### src/rtl/serializador_cuenta_pkg.sv
// Shared definitions for the serializador_cuenta UART-style serializer.
// State encoding: REPOSO=0, INICIO=1, DATOS=2, PARIDAD=3, PARADA=4 (3-bit register).
package serializador_cuenta_pkg;

    localparam int ANCHO_ESTADO = 3;

    typedef enum logic [ANCHO_ESTADO-1:0] {
        REPOSO  = 3'd0,
        INICIO  = 3'd1,
        DATOS   = 3'd2,
        PARIDAD = 3'd3,
        PARADA  = 3'd4
    } estado_t;

    // Width needed to count 0..n-1, never below one bit.
    function automatic int ancho_min1(input int n);
        return (n <= 1) ? 1 : $clog2(n);
    endfunction

endpackage

### src/rtl/serializador_cuenta_generador_tick_bit.sv
// Bit-period timer: pulses o_fin_bit on the last clock of every bit slot
// while enabled, and holds its cycle counter at zero when disabled.
module generador_tick_bit
    import serializador_cuenta_pkg::*;
#(
    parameter int CICLOS_POR_BIT = 4
) (
    input  logic i_clk,
    input  logic i_rst,
    input  logic i_habilita,
    output logic o_fin_bit
);

    localparam int CW = ancho_min1(CICLOS_POR_BIT);
    localparam logic [CW-1:0] ULTIMO = CW'(CICLOS_POR_BIT - 1);

    logic [CW-1:0] ciclo_q;

    // Cycle counter inside the current bit, wraps to zero at the end of each bit.
    always_ff @(posedge i_clk) begin
        if (i_rst || !i_habilita) begin
            ciclo_q <= '0;
        end else if (ciclo_q == ULTIMO) begin
            ciclo_q <= '0;
        end else begin
            ciclo_q <= ciclo_q + CW'(1);
        end
    end

    assign o_fin_bit = i_habilita && (ciclo_q == ULTIMO);

endmodule

### src/rtl/serializador_cuenta.sv
// UART-style serializer for the 4-bit counter: start bit, ANCHO data bits
// LSB first, optional even parity bit, stop bit; idle line is high.
// Optional feature: define SERIALIZADOR_PARIDAD_EN to insert the parity bit.
module serializador_cuenta
    import serializador_cuenta_pkg::*;
#(
    parameter int ANCHO          = 4,
    parameter int CICLOS_POR_BIT = 4
) (
    input  logic             i_clk,
    input  logic             i_rst,
    input  logic [ANCHO-1:0] i_cuenta,
    input  logic             i_valido,
    output logic             o_listo,
    output logic             o_tx,
    output logic             o_ocupado
);

    localparam int IW = ancho_min1(ANCHO);
    localparam logic [IW-1:0] ULTIMO_BIT = IW'(ANCHO - 1);

    estado_t          estado_q, estado_d;
    logic [ANCHO-1:0] dato_q, dato_d;
    logic [IW-1:0]    indice_q, indice_d;
    logic             tx_q, tx_d;
    logic             fin_bit;
`ifdef SERIALIZADOR_PARIDAD_EN
    logic             paridad_q, paridad_d;
`endif

    generador_tick_bit #(
        .CICLOS_POR_BIT (CICLOS_POR_BIT)
    ) u_tick (
        .i_clk      (i_clk),
        .i_rst      (i_rst),
        .i_habilita (estado_q != REPOSO),
        .o_fin_bit  (fin_bit)
    );

    // Next state, shift register, bit index and next line level.
    always_comb begin
        estado_d = estado_q;
        dato_d   = dato_q;
        indice_d = indice_q;
        tx_d     = tx_q;
`ifdef SERIALIZADOR_PARIDAD_EN
        paridad_d = paridad_q;
`endif
        case (estado_q)
            REPOSO: begin
                tx_d = 1'b1;
                if (i_valido) begin
                    estado_d = INICIO;
                    tx_d     = 1'b0;
                    dato_d   = i_cuenta;
                    indice_d = '0;
`ifdef SERIALIZADOR_PARIDAD_EN
                    paridad_d = ^i_cuenta;
`endif
                end
            end
            INICIO: begin
                if (fin_bit) begin
                    estado_d = DATOS;
                    tx_d     = dato_q[0];
                    dato_d   = dato_q >> 1;
                end
            end
            DATOS: begin
                if (fin_bit) begin
                    if (indice_q == ULTIMO_BIT) begin
`ifdef SERIALIZADOR_PARIDAD_EN
                        estado_d = PARIDAD;
                        tx_d     = paridad_q;
`else
                        estado_d = PARADA;
                        tx_d     = 1'b1;
`endif
                    end else begin
                        indice_d = indice_q + IW'(1);
                        tx_d     = dato_q[0];
                        dato_d   = dato_q >> 1;
                    end
                end
            end
`ifdef SERIALIZADOR_PARIDAD_EN
            PARIDAD: begin
                if (fin_bit) begin
                    estado_d = PARADA;
                    tx_d     = 1'b1;
                end
            end
`endif
            PARADA: begin
                if (fin_bit) begin
                    estado_d = REPOSO;
                    tx_d     = 1'b1;
                end
            end
            default: begin
                estado_d = REPOSO;
                tx_d     = 1'b1;
            end
        endcase
    end

    // State and datapath registers; reset drops any frame in flight.
    always_ff @(posedge i_clk) begin
        if (i_rst) begin
            estado_q <= REPOSO;
            dato_q   <= '0;
            indice_q <= '0;
            tx_q     <= 1'b1;
`ifdef SERIALIZADOR_PARIDAD_EN
            paridad_q <= 1'b0;
`endif
        end else begin
            estado_q <= estado_d;
            dato_q   <= dato_d;
            indice_q <= indice_d;
            tx_q     <= tx_d;
`ifdef SERIALIZADOR_PARIDAD_EN
            paridad_q <= paridad_d;
`endif
        end
    end

    assign o_tx      = tx_q;
    assign o_ocupado = (estado_q != REPOSO);
    assign o_listo   = (estado_q == REPOSO) && !i_rst;

endmodule
### config.mk
export PLATFORM = sky130hd
export DESIGN_NAME = serializador_cuenta
export DESIGN_NICKNAME = d
export VERILOG_FILES = /design/src/rtl/serializador_cuenta_pkg.sv /design/src/rtl/serializador_cuenta_generador_tick_bit.sv /design/src/rtl/serializador_cuenta.sv
export SDC_FILE = /design/constraint.sdc
export NUM_CORES = 1
export LEC_CHECK = 0
export CELL_PAD_IN_SITES_DETAIL_PLACEMENT = 0
export CELL_PAD_IN_SITES_GLOBAL_PLACEMENT = 1
export CORE_MARGIN = 8
export CORE_UTILIZATION = 41
export DETAILED_ROUTE_END_ITERATION = 8
export GPL_TIMING_DRIVEN = 0
export PLACE_DENSITY_LB_ADDON = 0.1
export SETUP_SLACK_MARGIN = 0.5
export SLEW_MARGIN = 20
export SYNTH_ARGS = -nofsm -noshare
export SYNTH_HDL_FRONTEND = slang
export SYNTH_SLANG_ARGS = --single-unit
### constraint.sdc
create_clock -name i_clk -period 3.7 [get_ports i_clk]
set_input_delay 0.74 -clock i_clk [delete_from_list [all_inputs] [get_ports i_clk]]
set_output_delay 0.74 -clock i_clk [all_outputs]
set_load 0.005 [all_outputs]
Word-level counts from Yosys, hierarchy flattened
Index checks and enable logic that the tools add are counted.
{ "classes": {"multipliers": 0, "n_div": 0, "eq_ne": 11, "n_addsub": 2, "order_cmp": 0, "n_shift": 0, "reduce_logical": 14, "bitwise_logic": 0, "muxes": 21} }
{ "op_table": {"columns": ["op", "n"], "rows": [
  ["4-bit two-way mux", 4],
  ["3-bit two-way mux", 5],
  ["2-bit != test (second input constant)", 6],
  ["3-bit one-hot mux with 4 select lines", 1],
  ["4-bit one-hot mux with 3 select lines", 1],
  ["5-bit AND reduction", 2],
  ["2-bit two-way mux", 3],
  ["3-bit nonzero test", 2],
  ["1-bit two-way mux", 5],
  ["2-bit by 1-bit adder with 2-bit output (second input constant)", 2],
  ["2-bit == test (second input constant)", 2],
  ["1-bit one-hot mux with 4 select lines", 1],
  ["2-bit one-hot mux with 2 select lines", 1],
  ["4-bit AND reduction", 1],
  ["3-bit by 1-bit == test with 1-bit output (second input constant)", 1],
  ["3-bit by 2-bit == test with 1-bit output (second input constant)", 1],
  ["3-bit == test (second input constant)", 1],
  ["3-bit logical NOT", 1],
  ["3-bit AND reduction", 1],
  ["1-bit logical AND", 2],
  ["1-bit logical NOT", 2],
  ["2-bit nonzero test", 1],
  ["2-bit OR reduction", 1],
  ["1-bit logical OR", 1]
]} }
{ "word_totals": {"ramBits": 0, "in_bits": 7, "output_inout_bits": 3, "rom_bits": 0, "register_bits": 12, "mem_count": 0, "wordCells": 53, "latchBits": 0} }

Longest topological paths before layout
Gate-level depths: netlist of run 1.
{ "depth": {"depth_word": 4, "mapped_depth": 6, "ltp_nobuf": 5} }

Cells and area by module
A second synthesis of run 1 with hierarchy kept.
{ "hier_totals": {"cells_unflattened": 72, "hier_area_um2": 660.6} }
{ "by_module_without_submodules": {"columns": ["module", "cells_each", "seq_area_each_um2", "instances", "area_per_inst_um2"], "rows": [
  ["serializador_cuenta", 66, 200.2, 1, 574.3],
  ["generador_tick_bit", 6, 40.0, 1, 86.3]
]} }

Worst setup path after synthesis of run 1
OpenSTA, ideal clock, no wires.
{ "synth_timing": {"kind": "input -> output", "startpoint": "input i_rst", "endpoint": "output o_listo", "t_arrival_ps": 1086, "path_slack_ps": 1874, "path_stages": 2, "path_buffers": 1, "path_cell_list": "clkbuf_1 > nor2_1"} }
{ "synth_between": {"elab_chain_cells": 2} }
{ "synth_rtl": {"columns": ["item", "line", "text"], "rows": [
  ["start, declared", "serializador_cuenta.sv:11", "input logic i_rst,"],
  ["1-bit logical NOT", "serializador_cuenta.sv:130", "assign o_listo = (estado_q == REPOSO) && !i_rst;"],
  ["1-bit logical AND", "serializador_cuenta.sv:130", null],
  ["end, declared", "serializador_cuenta.sv:14", "output logic o_listo,"]
]} }
No other way between the ends.

Worst setup path after layout of run 1
Ends and elaborated chain as after synthesis.

==> results.json, run 1 <==
{
  "drcViolationCount": 0,
  "crit_type": "input pin to output port",
  "clock-sinks": 12,
  "ys.flop_type": "dfxtp_1",
  "fin_crit_sh_pct": 80.3,
  "worstHoldPathType": "flop to flop",
  "antenna_found_initial": 0,
  "swShare_pct": 24.4,
  "syn2layout_area_growth_pct": 20.5,
  "insertion_delay_ps": 260,
  "syn_avg_cell_area_um2": 9.11,
  "nets": 94,
  "grt_pass1_wl_mm": 2.23,
  "crit_chain": "clkdlybuf4s50_1 > clkbuf_1 > nor2_1 > clkdlybuf4s50_1",
  "syn_nets": 80,
  "hold_viol_final": 0,
  "relSlewSlack_pct": 67.6,
  "dpl_cell_area_um2": 757,
  "cp.required_ps": 2960,
  "syn_inst": 71,
  "setup_tns_ps": 0,
  "synth_area_um2": 647,
  "rows": 14,
  "cts_max_path_buffers": 2,
  "post_cts_buffers": 0,
  "cp_max_fo": 10,
  "synth_top_area_cell": "dfxtp_1",
  "overflow": 0,
  "cts-root-buf": "clkbuf_4",
  "path_delay_family": "buffers and inverters",
  "p_int_mw": 0.195,
  "skew_ps": 0.685,
  "min_period_ps": 2970,
  "fmax_mhz": 337,
  "clk_pin_slew_ps": 70,
  "tightest_slew_ps": 486,
  "stdcell_area_um2": 779,
  "total_power_mw": 0.258,
  "die_x_um": 55.7,
  "cts_hold_buf": 0,
  "die_y_um": 55.7,
  "vias": 555,
  "netlist-cell-type-count": 26,
  "utilization_pct": 52.4,
  "crit_slowest_cell": "clkdlybuf4s50_1",
  "critPathMaxStageDelay_ps": 520,
  "synth_common_cells": "dfxtp_1 (12), nor2_1 (8), a211oi_1 (5), nand2b_1 (5)",
  "io_buffer_count": 9,
  "p_per_area_mw_per_mm2": 331,
  "grt_max_degree": 11,
  "power_frac_comb_pct": 15.5,
  "critPathArrivalTime_ps": 2230,
  "fin_cells": 99,
  "ios": 10,
  "synth_top_area_share_pct": 37.1,
  "synth_edf_count": 0,
  "async_flop_share_pct": 0,
  "gp_congestion": 0.723,
  "synth_seq_area_share_pct": 37.1,
  "antenna_cells": 0,
  "grt_usage_pct": 8.50,
  "h-tree-depth": 1,
  "hpwl_um": 998,
  "yosysWarnings": 0,
  "critPathLaunchType": "input pin",
  "p_sw_mw": 0.0629,
  "start_util_pct": 43.4,
  "status": "completed",
  "viasPerCell": 5.61,
  "wl_per_cell_um": 13.3,
  "pwr-share-clk_pct": 31.0,
  "pwr-share-seq_pct": 53.5,
  "crit_path_end_kind": "output port",
  "cts_tree": "built",
  "dpl.cell_count": 96,
  "setup_viol_count_final": 0,
  "ant_nets": 0,
  "synth_seq_cells": 12,
  "synthTopCellsByArea": "dfxtp_1 (37%), mux2i_1 (6.2%), a211oi_1 (5.8%)",
  "drt-pass1-iter-count": 4,
  "wirelength_mm": 1.31,
  "path_buf_inv": 3,
  "ir_worst_vdd_mv": 0.139,
  "grt_pass1_vias": 524,
  "cts_resized": 0,
  "crit_top_cell": "clkdlybuf4s50_1",
  "dieArea_mm2": 0.00310,
  "cts_buffers": 3,
  "maxCapViolCount": 0,
  "p_leak_nw": 0.293,
  "slew_viol_final": 0,
  "yosysMostFrequentCell": "dfxtp_1",
  "first_iter_violations": 4,
  "coreArea_mm2": 0.00149,
  "rsz0062_at_grt": "false",
  "drive_gt1_share_pct": 13.3
}
## per-stage QoR
step | worst slack, ps | hold slack (ps)
final | 729 | 437
after global routing | 623 | 464
after CTS | 712 | 445
after detailed placement | 695 | 433
after global placement | 712 | 429
after floorplan | 1870 | 406
## metal layers
layer  up-vias  part of all wire (%)  wire (um)  global-route usage, %
met5         -                     0          0                      0
met4         0                  0.76         10                   4.23
met3         2                   3.7         49                   2.74
met2         5                    46        608                   13.1
met1       264                    49        644                   10.2
li1        284                     -          -                      -
## power groups by stage
stage	clock [mW]	combinational (mW)	sequential, mW
final	0.0801	0.0400	0.138
after global routing	0.0897	0.0439	0.139
after CTS	0.0833	0.0406	0.138
after detailed placement	0	0.0406	0.141
after global placement	0	0.0400	0.141
after floorplan	0	0.0243	0.141
## kinds of logic after synthesis
kind of cell / synth area share [%]
muxes: 7.93
buffers and inverters: 6.96
AOI/OAI and AO/OA: 20.9
DFF: 37.1
and+or+nand+nor: 21.9
xor gates and xnor gates: 1.35
adders and majority gates: 3.87
## sequential cells by signal, indices dropped and copies added, names as in the netlist
signal	count
indice_q	2
o_tx	1
u_tick.ciclo_q	2
estado_q	3
dato_q	4
## placed cells by master (no fill, tap or decap), drive strengths merged
master         count
dfxtp             12
clkdlybuf4s50      9
nor2               8
nand2b             5
a211oi             5
nor3               4
inv                4
mux2i              4
buf                4
a21oi              4
clkbuf             4
nor4               2
nand3b             2
a31oi              2
o21ai              2
nor4b              2
ha                 2
mux2               1
or3b               1
o2bb2ai            1
nand2              1
a2bb2oi            1
xor2               1
o22ai              1
o32ai              1
## layout make-up
type / count / area, um2
fillers: 141 / 709
multi-input cells: 50 / 362
flip-flops and latches: 12 / 240
repair buffers: 9 / 90.1
plain buffers: 5 / 30.0
clock buffers: 3 / 22.5
well taps: 16 / 20.0
inverters: 4 / 15.0
## worst paths after layout
check / start / to / slack, ps / cells after the start
hold reg to reg: u_tick.ciclo_q[0] / u_tick.ciclo_q[0] / 440 / 1
hold / removal: u_tick.ciclo_q[0] / u_tick.ciclo_q[0] / 440 / 1
setup reg to reg: u_tick.ciclo_q[0] / dato_q[0] / 2060 / 6
setup / recovery: i_rst / o_listo / 730 / 4
Power figures use the tool's default switching activity.
==> run 2, diff against run 1 <==
--- a/config.mk
+++ b/config.mk
@@ -8,7 +8,7 @@
 export CELL_PAD_IN_SITES_DETAIL_PLACEMENT = 0
 export CELL_PAD_IN_SITES_GLOBAL_PLACEMENT = 1
 export CORE_MARGIN = 8
-export CORE_UTILIZATION = 41
+export CORE_UTILIZATION = 34
 export DETAILED_ROUTE_END_ITERATION = 8
 export GPL_TIMING_DRIVEN = 0
 export PLACE_DENSITY_LB_ADDON = 0.1
==> constraint.sdc (replaced) <==
create_clock -name i_clk -period 2.72 [get_ports i_clk]
set_input_delay 0.544 -clock i_clk [delete_from_list [all_inputs] [get_ports i_clk]]
set_output_delay 0.544 -clock i_clk [all_outputs]
set_load 0.005 [all_outputs]
==> results.json, run 2 (synthesized netlist as in run 1, its figures left out) <==
{
  "crit_path_start": "estado_q[2]",
  "layout_common_cells": "dfxtp_1 (11), nor2_1 (8), clkdlybuf4s50_1 (7)",
  "largest_reg_flops": 4,
  "crit_path_end_kind": "output port",
  "path_delay_family": "buffers and inverters",
  "crit_type": "flop to output port",
  "hold_viol_final": 0,
  "cts_hold_buf": 0,
  "status": "completed",
  "drcViolationCount": 0,
  "die_y_um": 59.6,
  "hpwl_um": 984,
  "reg2regPathDepth": 6,
  "fin_crit_sh_pct": 76.0,
  "start_util_pct": 36.7,
  "min_period_ps": 2070,
  "rsz0062_at_grt": "false",
  "cp-endpoint": "o_ocupado",
  "io_buffer_count": 9,
  "rows": 15,
  "setup_viol_count_final": 0,
  "total_power_mw": 0.357,
  "coreArea_mm2": 0.00176,
  "insertion_delay_ps": 270,
  "regMostFlops": "dato_q",
  "grt_pass1_vias": 615,
  "cts_max_path_buffers": 2,
  "setup_tns_ps": 0,
  "cp_max_fo": 10,
  "clock-sinks": 12,
  "skew_ps": 3.25,
  "worstHoldPathType": "flop to flop",
  "p_leak_nw": 0.322,
  "syn2layout_area_growth_pct": 27.9,
  "critPathMaxStageDelay_ps": 500,
  "grt_usage_pct": 9.30,
  "nets": 95,
  "first_iter_violations": 10,
  "h-tree-depth": 1,
  "antenna_found_initial": 0,
  "maxCapViolCount": 0,
  "reg_top3": "dato_q: 4 flops, estado_q: 3 flops",
  "vias": 551,
  "slew_viol_final": 0,
  "path_buf_inv": 3,
  "tightest_slew_ps": 332,
  "dieArea_mm2": 0.00355,
  "utilization_pct": 46.9,
  "final_common_cell": "dfxtp_1",
  "wl_per_cell_um": 12.4,
  "rr_endpoint": "dato_q[1]",
  "critPathLaunchType": "flop",
  "reg2reg_setup_slack_ps": 1100,
  "clk_pin_slew_ps": 70,
  "r2r-start": "u_tick.ciclo_q[0]",
  "ios": 10,
  "ir_worst_vdd_mv": 0.317,
  "antenna_cells": 0,
  "drive_gt1_share_pct": 17.9,
  "path_depth": 4,
  "drt-pass1-iter-count": 4,
  "crit_slowest_cell": "clkdlybuf4s50_1",
  "cts_buffers": 3,
  "p_per_area_mw_per_mm2": 432,
  "crit_chain": "buf_2 > nor3_4 > inv_1 > clkdlybuf4s50_1",
  "fillers": 185,
  "overflow": 0,
  "fmax_mhz": 484,
  "cp.required_ps": 2180,
  "cts_tree": "built",
  "grt_pass1_wl_mm": 2.55,
  "cts-root-buf": "clkbuf_4",
  "wirelength_mm": 1.35,
  "gp_congestion": 0.745,
  "critPathArrivalTime_ps": 1520,
  "die_x_um": 59.6,
  "relSlewSlack_pct": 77.7,
  "viasPerCell": 5.06,
  "ant_nets": 0,
  "holdWs_ps": 429,
  "grt_max_degree": 11
}
run 2: cell count changes in the layout (fill, tap and decap cells not counted), sizes merged:
cell	previous run	this run
clkdlybuf4s50	9	7
buf	4	5
dlygate4sd2	0	1
dlymetal6s2s	0	1
run 2: layer usage:
metal | share of wire [%] | track usage, %
met3 | 4.2 | 3.90
met1 | 49 | 11.7
met5 | 0 | 0
met2 | 46 | 13.7
met4 | 1.0 | 3.06
run 2: report_power, final:
part           internal (mW)  switching (mW)  leakage [nW]
logic                 0.0343          0.0244         0.209
clock network         0.0513          0.0591        0.0138
registers              0.184         0.00428        0.0987
run 2: worst min path at each step:
stage                      start           endpoint  slack, ps  cells after the start
2_1_floorplan  u_tick.ciclo_q[0]  u_tick.ciclo_q[0]        410                      1
3_3_place_gp   u_tick.ciclo_q[0]  u_tick.ciclo_q[0]        420                      1
3_5_place_dp   u_tick.ciclo_q[0]  u_tick.ciclo_q[0]        420                      1
4_1_cts        u_tick.ciclo_q[0]  u_tick.ciclo_q[0]        430                      1
5_1_grt        u_tick.ciclo_q[0]  u_tick.ciclo_q[0]        460                      1
6_report       u_tick.ciclo_q[0]  u_tick.ciclo_q[0]        430                      1
run 2: layout make-up:
class	instances	area [um2]	share of cell area [%]
inverters	4	15.0	1.82
well taps	25	31.3	3.78
repair buffers	10	98.8	12.0
flip-flops and latches	12	241	29.2
plain buffers	5	45.0	5.45
clock buffers	3	22.5	2.72
multi-input cells	50	373	45.1
run 2: worst reg2reg max path, delay by kind of cell, from the launching register on:
family	cells	cell delay (ps)
DFF	1	340
AOI/OAI and AO/OA	2	440
and+or+nand+nor	2	460
adders and majority gates	1	160
buffers and inverters	1	130
run 2: timing repair:
action,CTS,global route
resized for setup,9,1
setup endpoints to repair,2,1
pin swaps,1,1
buffers inserted,1,0
run 2: metrics by stage:
step                      cells  setup WS (ps)  cell area, um2
after CTS                   109            506             825
after global routing        109            580             827
after global placement      105            107             768
after floorplan              71           1210             647
final                       109            652             827
after detailed placement    105            102             768
==> run 3, diff against run 2 <==
==> constraint.sdc (replaced) <==
create_clock -name i_clk -period 1.9 [get_ports i_clk]
set_input_delay 0.38 -clock i_clk [delete_from_list [all_inputs] [get_ports i_clk]]
set_output_delay 0.38 -clock i_clk [all_outputs]
set_load 0.005 [all_outputs]
==> results.json, run 3 (synthesized netlist as in run 1, its figures left out) <==
{
  "cts_buffers": 3,
  "h-tree-depth": 1,
  "ir_worst_vdd_mv": 0.455,
  "pwr-share-seq_pct": 47.1,
  "dieArea_mm2": 0.00355,
  "crit_path_end_kind": "output port",
  "vias": 596,
  "hold_end": "u_tick.ciclo_q[0]",
  "grt_max_degree": 11,
  "busiest_layer": "met2",
  "hpwl_um": 991,
  "maxCapViolCount": 0,
  "ant_nets": 0,
  "drive_gt1_share_pct": 39.1,
  "relSlewSlack_pct": 78.7,
  "p_per_area_mw_per_mm2": 603,
  "cts_max_path_buffers": 2,
  "drt-pass1-iter-count": 4,
  "cts_tree": "built",
  "gp_congestion": 0.742,
  "holdPathStages": 1,
  "dpl_cell_area_um2": 783,
  "nets": 102,
  "drcViolationCount": 0,
  "syn2layout_area_growth_pct": 47.6,
  "skew_ps": 3.07,
  "regMostFlops": "dato_q",
  "layout_common_cells": "buf_4 (8), nor2_1 (7), dfxtp_1 (7)",
  "antenna_found_initial": 0,
  "fillers": 181,
  "ff_latch_area_um2": 246,
  "reg2reg_setup_slack_ps": 380,
  "cp_max_fo": 2,
  "reg_top3": "dato_q: 4 flops, estado_q: 3 flops",
  "worstHoldStart": "u_tick.ciclo_q[0]",
  "fin_crit_sh_pct": 82.5,
  "slew_viol_final": 0,
  "die_y_um": 59.6,
  "cp.required_ps": 1520,
  "multi_input_comb_area_um2": 429,
  "clk_pin_slew_ps": 80,
  "total_power_mw": 0.575,
  "grt_use_met3_pct": 4.56,
  "status": "completed",
  "cts_hold_buf": 0,
  "wl_per_cell_um": 13.1,
  "grt_pass1_wl_mm": 2.58,
  "grt_usage_pct": 9.47,
  "die_x_um": 59.6,
  "reg2regPathDepth": 6,
  "hold_viol_final": 0,
  "ios": 10,
  "clock-sinks": 12,
  "final_common_cell": "buf_4",
  "crit_type": "flop to output port",
  "grt_pass1_vias": 582,
  "setup_viol_count_final": 0,
  "wirelength_mm": 1.53,
  "critPathArrivalTime_ps": 1190,
  "viasPerCell": 5.09,
  "power_frac_comb_pct": 16.5,
  "overflow": 0,
  "use_met2_pct": 14.9,
  "largest_reg_flops": 4,
  "gr-usage-met1_pct": 10.5,
  "antenna_cells": 0,
  "r2r-start": "u_tick.ciclo_q[0]",
  "cts-root-buf": "clkbuf_4",
  "start_util_pct": 36.7,
  "rows": 15,
  "pwr-share-clk_pct": 36.4,
  "swShare_pct": 24.4,
  "p_sw_mw": 0.140,
  "io_buffer_count": 9,
  "worstHoldPathType": "flop to flop",
  "stdcell_area_um2": 955,
  "critPathLaunchType": "flop",
  "rr_endpoint": "dato_q[0]",
  "tightest_slew_ps": 320,
  "insertion_delay_ps": 280,
  "p_leak_nw": 0.361,
  "rsz0062_at_grt": "true",
  "coreArea_mm2": 0.00176,
  "first_iter_violations": 5,
  "fmax_mhz": 638,
  "min_period_ps": 1570,
  "p_int_mw": 0.435
}
[run 3: cell types whose count changed in the layout (fill, tap and decap cells not counted), sizes merged]
cell	change
dlymetal6s2s	-1
clkdlybuf4s50	-2
dlygate4sd2	+1
clkbuf	+1
buf	+9
[run 3: worst max-delay path by stage]
stage,start,to,slack [ps],cells after the start
after CTS,estado_q[0],o_listo,320,5
after detailed placement,i_rst,o_listo,-370,4
after global placement,i_rst,o_listo,-380,4
after floorplan,u_tick.ciclo_q[1],dato_q[3],480,6
final,estado_q[0],o_listo,330,5
after global routing,estado_q[2],o_listo,250,5
[run 3: repair_timing]
action,CTS,global route
hold endpoints to repair,0,0
endpoints found under the setup margin,9,9
buffers inserted,8,0
resized for setup,26,6
pin swaps,3,2
[run 3: cell type report]
type	count	share of cell area, %
multi-input combinational	50	45.0
sequential	12	25.8
timing repair buffer	17	14.4
buffer	5	6.16
clock buffer	4	3.80
tap	25	3.28
inverter	4	1.57
[run 3: power by group through the flow]
stage / combinational, mW / sequential, mW / clock [mW]
2_1_floorplan: 0.0475 / 0.275 / 0
5_1_grt: 0.105 / 0.273 / 0.227
4_1_cts: 0.0909 / 0.270 / 0.216
3_5_place_dp: 0.0798 / 0.276 / 0
6_report: 0.0950 / 0.271 / 0.209
3_3_place_gp: 0.0788 / 0.275 / 0
[run 3: metrics by stage]
stage | setup TNS [ps] | cells | hold slack [ps] | worst slack, ps | utilization, %
after floorplan | 0 | 71 | 415 | 485 | -
after global placement | -378 | 105 | 429 | -378 | 44.4
after detailed placement | -373 | 105 | 433 | -373 | 44.4
after CTS | 0 | 117 | 439 | 322 | 51.9
after global routing | 0 | 117 | 464 | 253 | 54.1
final | 0 | 117 | 437 | 333 | 54.1
[run 3: layer usage]
metal  up-vias  routed length [um]
met5         -                   0
met3         4                  74
li1        302                   -
met1       281                 644
met4         0                  30
met2         9                 780
[run 3: critical path, cell delays in order (launching register included)]
cell	delay [ps]
dfxtp_2	330
buf_6	110
nor3_4	200
inv_1	70
nor2_1	80
buf_2	120
